## src/rtl/stopwatch_ctrl_if.sv

```systemverilog
// Button and control bundle between the board/bench side and the stopwatch sequencer.
// STRTSTOP/LAPCLR are raw active-low buttons; the rest drive the digit counter chain.
interface stopwatch_ctrl_if;
    logic       STRTSTOP;
    logic       LAPCLR;
    logic       CNT_EN;
    logic       CNT_CLR;
    logic       TICK;
    logic       DISP_HOLD;
    logic [1:0] STATE;

    modport master (
        output STRTSTOP, LAPCLR,
        input  CNT_EN, CNT_CLR, TICK, DISP_HOLD, STATE
    );

    modport slave (
        input  STRTSTOP, LAPCLR,
        output CNT_EN, CNT_CLR, TICK, DISP_HOLD, STATE
    );
endinterface

```

## src/rtl/stopwatch_ctrl.sv

```systemverilog
// Stopwatch sequencer: button conditioning (sync, debounce, press detect), the
// start/stop/lap/clear FSM and the tenths tick prescaler.
module stopwatch_ctrl #(
    parameter int TICK_DIV  = 10,
    parameter int DB_CYCLES = 16
) (
    input  logic             CLK,
    input  logic             RESET,
    stopwatch_ctrl_if.slave  sw
);
    localparam int PS_W = $clog2(TICK_DIV);
    localparam int DB_W = $clog2(DB_CYCLES);
    localparam logic [PS_W-1:0] PS_LAST = PS_W'(TICK_DIV - 1);
    localparam logic [DB_W-1:0] DB_LAST = DB_W'(DB_CYCLES - 1);

    typedef enum logic [1:0] {
        ST_CLEAR = 2'b00,
        ST_RUN   = 2'b01,
        ST_LAP   = 2'b10,
        ST_STOP  = 2'b11
    } state_t;

    logic [1:0] btn_raw;
    logic [1:0] press;

    assign btn_raw = {sw.LAPCLR, sw.STRTSTOP};

    generate
        for (genvar gi = 0; gi < 2; gi++) begin : g_btn
            logic            meta_q, sync_q, deb_q, press_q;
            logic            meta_d, sync_d, deb_d, press_d;
            logic [DB_W-1:0] cnt_q, cnt_d;

            // The level is accepted on the edge where the count would reach DB_CYCLES.
            always_comb begin
                meta_d = btn_raw[gi];
                sync_d = meta_q;
                deb_d  = deb_q;
                cnt_d  = '0;
                if (sync_q != deb_q) begin
                    if (cnt_q == DB_LAST) begin
                        deb_d = sync_q;
                    end else begin
                        cnt_d = cnt_q + 1'b1;
                    end
                end
                press_d = deb_q & ~deb_d;
            end

            always_ff @(posedge CLK or posedge RESET) begin
                if (RESET) begin
                    meta_q  <= 1'b1;
                    sync_q  <= 1'b1;
                    deb_q   <= 1'b1;
                    cnt_q   <= '0;
                    press_q <= 1'b0;
                end else begin
                    meta_q  <= meta_d;
                    sync_q  <= sync_d;
                    deb_q   <= deb_d;
                    cnt_q   <= cnt_d;
                    press_q <= press_d;
                end
            end

            assign press[gi] = press_q;
        end
    endgenerate

    state_t          state_q, state_d;
    logic [PS_W-1:0] ps_q, ps_d;
    logic            tick_q, tick_d;
    logic            cnt_en_q, cnt_en_d;
    logic            cnt_clr_q, cnt_clr_d;
    logic            disp_hold_q, disp_hold_d;
    logic            start, lap, counting_q, counting_d;

    assign start = press[0];
    assign lap   = press[1];

    // Start has priority: a simultaneous lap press is simply dropped.
    always_comb begin
        state_d = state_q;
        case (state_q)
            ST_CLEAR: if (start) state_d = ST_RUN;
            ST_RUN:   if (start) state_d = ST_STOP; else if (lap) state_d = ST_LAP;
            ST_LAP:   if (start) state_d = ST_STOP; else if (lap) state_d = ST_RUN;
            ST_STOP:  if (start) state_d = ST_RUN;  else if (lap) state_d = ST_CLEAR;
            default:  state_d = ST_CLEAR;
        endcase
    end

    assign counting_q = (state_q == ST_RUN) || (state_q == ST_LAP);
    assign counting_d = (state_d == ST_RUN) || (state_d == ST_LAP);

    // Tick is suppressed on the edge that leaves a counting state; STOPPED keeps the partial tenth.
    always_comb begin
        ps_d   = ps_q;
        tick_d = 1'b0;
        if (state_q == ST_CLEAR || state_d == ST_CLEAR) begin
            ps_d = '0;
        end else if (counting_q) begin
            if (ps_q == PS_LAST) begin
                ps_d   = '0;
                tick_d = counting_d;
            end else begin
                ps_d = ps_q + 1'b1;
            end
        end
        cnt_clr_d   = (state_d == ST_CLEAR);
        cnt_en_d    = counting_d;
        disp_hold_d = (state_d == ST_LAP);
    end

    always_ff @(posedge CLK or posedge RESET) begin
        if (RESET) begin
            state_q     <= ST_CLEAR;
            ps_q        <= '0;
            tick_q      <= 1'b0;
            cnt_en_q    <= 1'b0;
            cnt_clr_q   <= 1'b1;
            disp_hold_q <= 1'b0;
        end else begin
            state_q     <= state_d;
            ps_q        <= ps_d;
            tick_q      <= tick_d;
            cnt_en_q    <= cnt_en_d;
            cnt_clr_q   <= cnt_clr_d;
            disp_hold_q <= disp_hold_d;
        end
    end

    assign sw.STATE     = state_q;
    assign sw.TICK      = tick_q;
    assign sw.CNT_EN    = cnt_en_q;
    assign sw.CNT_CLR   = cnt_clr_q;
    assign sw.DISP_HOLD = disp_hold_q;
endmodule
```

## src/flat_wrapper.sv

```systemverilog
// flat-port wrapper written by rule: the top's interface ports become plain ports
module stopwatch_ctrl_flat 
#(
    parameter int TICK_DIV  = 10,
    parameter int DB_CYCLES = 16
)
  (CLK, RESET, sw_STRTSTOP, sw_LAPCLR, sw_CNT_EN, sw_CNT_CLR, sw_TICK, sw_DISP_HOLD, sw_STATE);
  stopwatch_ctrl_if sw_i ();
  input  logic CLK;
  input  logic RESET;
  input wire logic [$bits(sw_i.STRTSTOP)-1:0] sw_STRTSTOP;
  input wire logic [$bits(sw_i.LAPCLR)-1:0] sw_LAPCLR;
  output wire logic [$bits(sw_i.CNT_EN)-1:0] sw_CNT_EN;
  output wire logic [$bits(sw_i.CNT_CLR)-1:0] sw_CNT_CLR;
  output wire logic [$bits(sw_i.TICK)-1:0] sw_TICK;
  output wire logic [$bits(sw_i.DISP_HOLD)-1:0] sw_DISP_HOLD;
  output wire logic [$bits(sw_i.STATE)-1:0] sw_STATE;
  assign sw_i.STRTSTOP = sw_STRTSTOP;
  assign sw_i.LAPCLR = sw_LAPCLR;
  assign sw_CNT_EN = sw_i.CNT_EN;
  assign sw_CNT_CLR = sw_i.CNT_CLR;
  assign sw_TICK = sw_i.TICK;
  assign sw_DISP_HOLD = sw_i.DISP_HOLD;
  assign sw_STATE = sw_i.STATE;
  stopwatch_ctrl #(.TICK_DIV(TICK_DIV), .DB_CYCLES(DB_CYCLES)) u_core (.CLK(CLK), .RESET(RESET), .sw(sw_i));
endmodule
```

## config.mk

```make
export PLATFORM = sky130hd
export DESIGN_NAME = stopwatch_ctrl_flat
export DESIGN_NICKNAME = d
export VERILOG_FILES = /design/src/rtl/stopwatch_ctrl_if.sv /design/src/rtl/stopwatch_ctrl.sv /design/src/flat_wrapper.sv
export SDC_FILE = /design/constraint.sdc
export NUM_CORES = 1
export LEC_CHECK = 0
export CAP_MARGIN = 20
export CORE_ASPECT_RATIO = 0.75
export CORE_MARGIN = 2
export CORE_UTILIZATION = 45
export DETAILED_ROUTE_END_ITERATION = 12
export GPL_TIMING_DRIVEN = 1
export PLACE_DENSITY = 0.74
export SYNTH_ARGS = -nofsm -noshare
export SYNTH_HDL_FRONTEND = slang
export SYNTH_SLANG_ARGS = --single-unit
```

## constraint.sdc

```tcl
create_clock -name CLK -period 1.8 [get_ports CLK]
set_input_delay 0.36 -clock CLK [delete_from_list [all_inputs] [get_ports CLK]]
set_output_delay 0.36 -clock CLK [all_outputs]
set_load 0.02 [all_outputs]
```

# Yosys cells after proc, flatten, opt, wreduce, memory -nomap -nowiden
# Cells that the tools add are included.
# totals
memories	0
register_bits	26
ram_bits	0
elab_cells	61
in_bits	4
latchBits	0
out_inout_bits	6
rom_bits	0
# op_classes
bitwise_logic	4
div	0
mul	0
order_cmp	0
reduce_logical	6
shift	0
eq_ne	10
muxes	22
addsub	3
# op_table
operator	count
$mux 4	7
$mux 2	7
$add 4x1->4 const B	3
$eq 4x4->1 const B	3
$pmux 2 s4	1
$mux 1	7
$eq 2x2->1 const B	3
$eq 2x1->1 const B	2
$logic_not 2->1	2
$logic_or 1x1->1	3
$and 1x1->1	2
$ne 1x1->1	2
$not 1->1	2
$reduce_bool 2->1	1

# Depth between registers and ports, before layout
# logic_depth
ltp_word	8
depth_mapped	9
ltp_nobuf	9

# Worst setup path after synthesis
# No wires, ideal clock.
# synth_path
path_kind	register -> register
from	register u_core.state_q[0], in the netlist u_core.sw.STATE[0]
to	register u_core.ps_q[3]
arrival_ps	1843
slack_ps	-166
required_time_ps	1678
stages_incl_launch_ff	10
path_cell_list	dfrtp_1 inv_1 ha_1 nor2b_1 mux2_4 o21ai_1 ha_1 nor2_1 nand3_1 o21ai_1
# synth_between
elab_chain_cells	6
word_cells_on_any_way	17
classes_between	3 x eq/ne; 9 x mux; 5 x reduce/logical
# synth_lines
element	line	source
start, declared	stopwatch_ctrl.sv:70	state_t state_q, state_d;
start signal, assigned	stopwatch_ctrl.sv:124	state_q <= state_d;
$mux 2 (on tied branches) (2 in a row)	stopwatch_ctrl.sv:88, stopwatch_ctrl.sv:86, stopwatch_ctrl.sv:87	
$pmux 2 s4 *	stopwatch_ctrl.sv:84	case (state_q)
$logic_not 2->1 *	n/a	
via u_core.cnt_clr_d	stopwatch_ctrl.sv:74	logic cnt_clr_q, cnt_clr_d;
$logic_or 1x1->1 *	stopwatch_ctrl.sv:100	if (state_q == ST_CLEAR || state_d == ST_CLEAR) begin
$mux 4 or $reduce_bool 2->1 (tied branches)	n/a	
end signal, assigned	stopwatch_ctrl.sv:125	ps_q <= ps_d;
end, declared	stopwatch_ctrl.sv:71	logic [PS_W-1:0] ps_q, ps_d;
# The timed path passes the listed nets; every way through them passes the cells marked *.
# A chain may end at the register's enable or synchronous reset.

# Worst setup path after layout
# layout_path
from	register u_core.state_q[1], in the netlist u_core.sw.STATE[1]
to	register u_core.ps_q[0]
# Same word-level chain as after synthesis.

==> run metrics <==
outcome finished, final reports clean; hpwl dp 1.35 mm; fin worst setup slack 23.4 ps; core box area 2560 um^2; Final setup viols 0; CTS tree built; Non-Filler Cell Area, Final 1550 um^2; Worst Hold Class in -> async; GRT met2 Usage 0.238; DRC 0; Power Density 684 nW/um^2; vias in the first global route 760; Port Buffers 9; Crit. Startpoint u_core.sw.STATE[1]; internal power 0.000851 W; clock skew 11.3 ps; switching share of power 0.198; Post-synth top cells dfrtp_1 (19), ha_1 (11), dfstp_2 (7), nor2_1 (7), inv_1 (6); CP Launch Type flip-flop; largest net degree at the start of global routing 27; Netlist Area Pre-Place 1190 um^2; Period minus WS final 1780 ps; Final nets 137; most frequent cell on the critical path ha_4; Slew @ Worst Pin 350 ps; Fin. Hold Viols 0; CTS Root Buffer Type clkbuf_4; critical path fanouts, max 5; first-pass GRT wire length 3.37 mm; Yosys top cell area share 0.401; global routing usage on met1 0.176; dpl cell area 1350 um^2; worst slack, placed -91.0 ps; Top Ports 10; initial antenna violation count 0; vias 818; Yosys Warn Count 0; first-pass iteration count of the detailed router 4; Starting Density 0.463; worst path required time 2030 ps; largest area contributor in the netlist dfrtp_1; Fin Setup TNS 0 ps; final WL 2.11 mm; most instantiated library cell after synthesis dfrtp_1; post-DR wirelength/cell 13.5 um; Syn-to-layout area delta 30.6%; gr ovfl total 0; worst hold margin 365 ps; critical path class reg -> reg; Post-Synthesis Cells 100; syn_area_per_cell 11.9 um^2; RSZ-0062 raised after global routing yes; Reg power frac 0.582; max-cap viol count 0; switching power 0.000209 W; FF-to-FF Start u_core.sw.STATE[1]; busiest layer in global routing met2; chip height 48.5 um; Max IR drop VDD 0.590 mV; clk sinks 26; Pleak 0.642 nW; fmax 0.563 GHz; RePlAce Congestion 0.776; Largest stage delay, worst path 460 ps; CTS H-tree depth 1; sequential share of the synthesized area 0.556; post-synth cell types 27; power share of the clock group 0.376; Mapped Nets 115; EDFF count, synth 0; clock-pin slew of the registers on the worst-case setup and hold paths 140 ps; DRT iter0 DRCs 57; # rows 16; share of cells above drive strength 1 0.314; Via density 5.21; Inserted Clock Buffers 3; max_slew headroom 0.765; GR Util All Layers 0.141; Comb pwr share 0.042; Pins Over Slew Limit 0; final critical-path share of the clock period 0.987; Die ar. 3070 um^2; Slowest-stage cell, CP dfrtp_2; met3 usage 0.0419; Ant. Diodes 0; crit-path cells inv_4, ha_4, nor2b_4, mux2_4, o21ai_4, ha_4, nor2_4, a21boi_1; FF+latch count, synth 26; Longest Clk Path Bufs 2; Die X 63.3 um; ys flop type dfrtp_1; nature of the critical path endpoint flip-flop; clk_lat worst skew 330 ps; Async S/R FF share, synth 1.00; antenna-violating nets left 0; Finished Core Util 0.604; CP arrival 2010 ps; top cells by area, synth dfrtp_1 (40%), dfstp_2 (16%), ha_1 (12%)
logic make-up (layout without fill, tap and decap cells):
group	count (synthesis)	in the layout	share of synthesized area
and+or+nand+nor	31	31	0.147
muxes	4	4	0.0401
adders and majority gates	11	11	0.116
DFF	26	26	0.556
xor gates and xnor gates	4	4	0.0295
buffers and inverters	6	27	0.0190
AOI/OAI and AO/OA	18	18	0.0928
placed cells by master (no fill, tap or decap), types with 2 or more instances in the layout:
cell type        instances
ha_1                     7
nand3_2                  2
clkbuf_4                 3
inv_4                    2
nand3_1                  2
nand2b_1                 2
buf_4                    8
inv_1                    4
mux2_1                   2
a21boi_1                 2
nor2_1                   4
clkdlybuf4s50_1          7
a21oi_1                  5
xnor2_1                  4
nor3b_1                  4
dfstp_2                  7
nand2_1                  4
ha_4                     4
dfrtp_1                 17
nand3b_1                 3
nor2_2                   2
o21ai_0                  2
dfrtp_2                  2
nor2b_1                  2
worst max-delay path, delay by kind of cell, from the launching register on:
family	cells	cell delay [ps]
muxes	1	320
adders and majority gates	2	360
DFF	1	460
AOI/OAI and AO/OA	2	300
and+or+nand+nor	2	170
buffers and inverters	1	70
sequential cells by signal, indices dropped and copies added (netlist names):
register              cells
u_core.g_btn.cnt_q        8
u_core.ps_q               4
u_core.g_btn.deb_q        2
u_core.g_btn.meta_q       2
u_core.g_btn.press_q      2
u_core.g_btn.sync_q       2
u_core.sw.STATE           2
u_core.sw.CNT_CLR         1
u_core.sw.CNT_EN          1
u_core.sw.DISP_HOLD       1
u_core.sw.TICK            1
metal layers:
layer  part of all wire  vias to the layer above
met5                  0                        -
li1                   -                      387
met1               0.43                      408
met2               0.50                       17
met4              0.021                        0
met3              0.049                        6
stage by stage:
stage               instances  total power [W]
finish                    157          0.00106
global route              157          0.00111
CTS                       151          0.00108
detailed placement        146         0.000673
global placement          146         0.000670
floorplan                 100         0.000655
timing repair:
item / in CTS / in global routing
gates resized for setup: 5 / 17
pin swaps: 0 / 9
endpoints found under the setup margin: 5 / 5
setup buffers: 1 / 6
hold buffers: 0 / 0
worst paths after layout:
path                                     endpoint  slack (ps)  cells after the start
min reg2reg                u_core.g_btn[0].sync_q         360                      0
max                                u_core.ps_q[0]          20                      8
min                                u_core.ps_q[2]         360                      3
max in group asynchronous   u_core.g_btn[0].deb_q        1120                      3
min in group CLK           u_core.g_btn[0].sync_q         360                      0
max reg2reg                        u_core.ps_q[0]          20                      8
cell type report:
class                   count  area [um^2]
fillers                   227         1010
flip-flops and latches     26          662
multi-input cells          68          611
repair buffers             17          151
well taps                  36         45.0
clock inverters             1         30.0
inverters                   6         27.5
clock buffers               3         22.5
power groups by stage:
stage / logic [W] / clock network (W) / registers, W
2_1_floorplan: 0.0000307 / 0 / 0.000624
3_3_place_gp: 0.0000441 / 0 / 0.000626
3_5_place_dp: 0.0000454 / 0 / 0.000628
4_1_cts: 0.0000459 / 0.000417 / 0.000617
5_1_grt: 0.0000520 / 0.000436 / 0.000620
6_report: 0.0000445 / 0.000399 / 0.000617
Note: power is estimated with default switching activity, not from simulation.
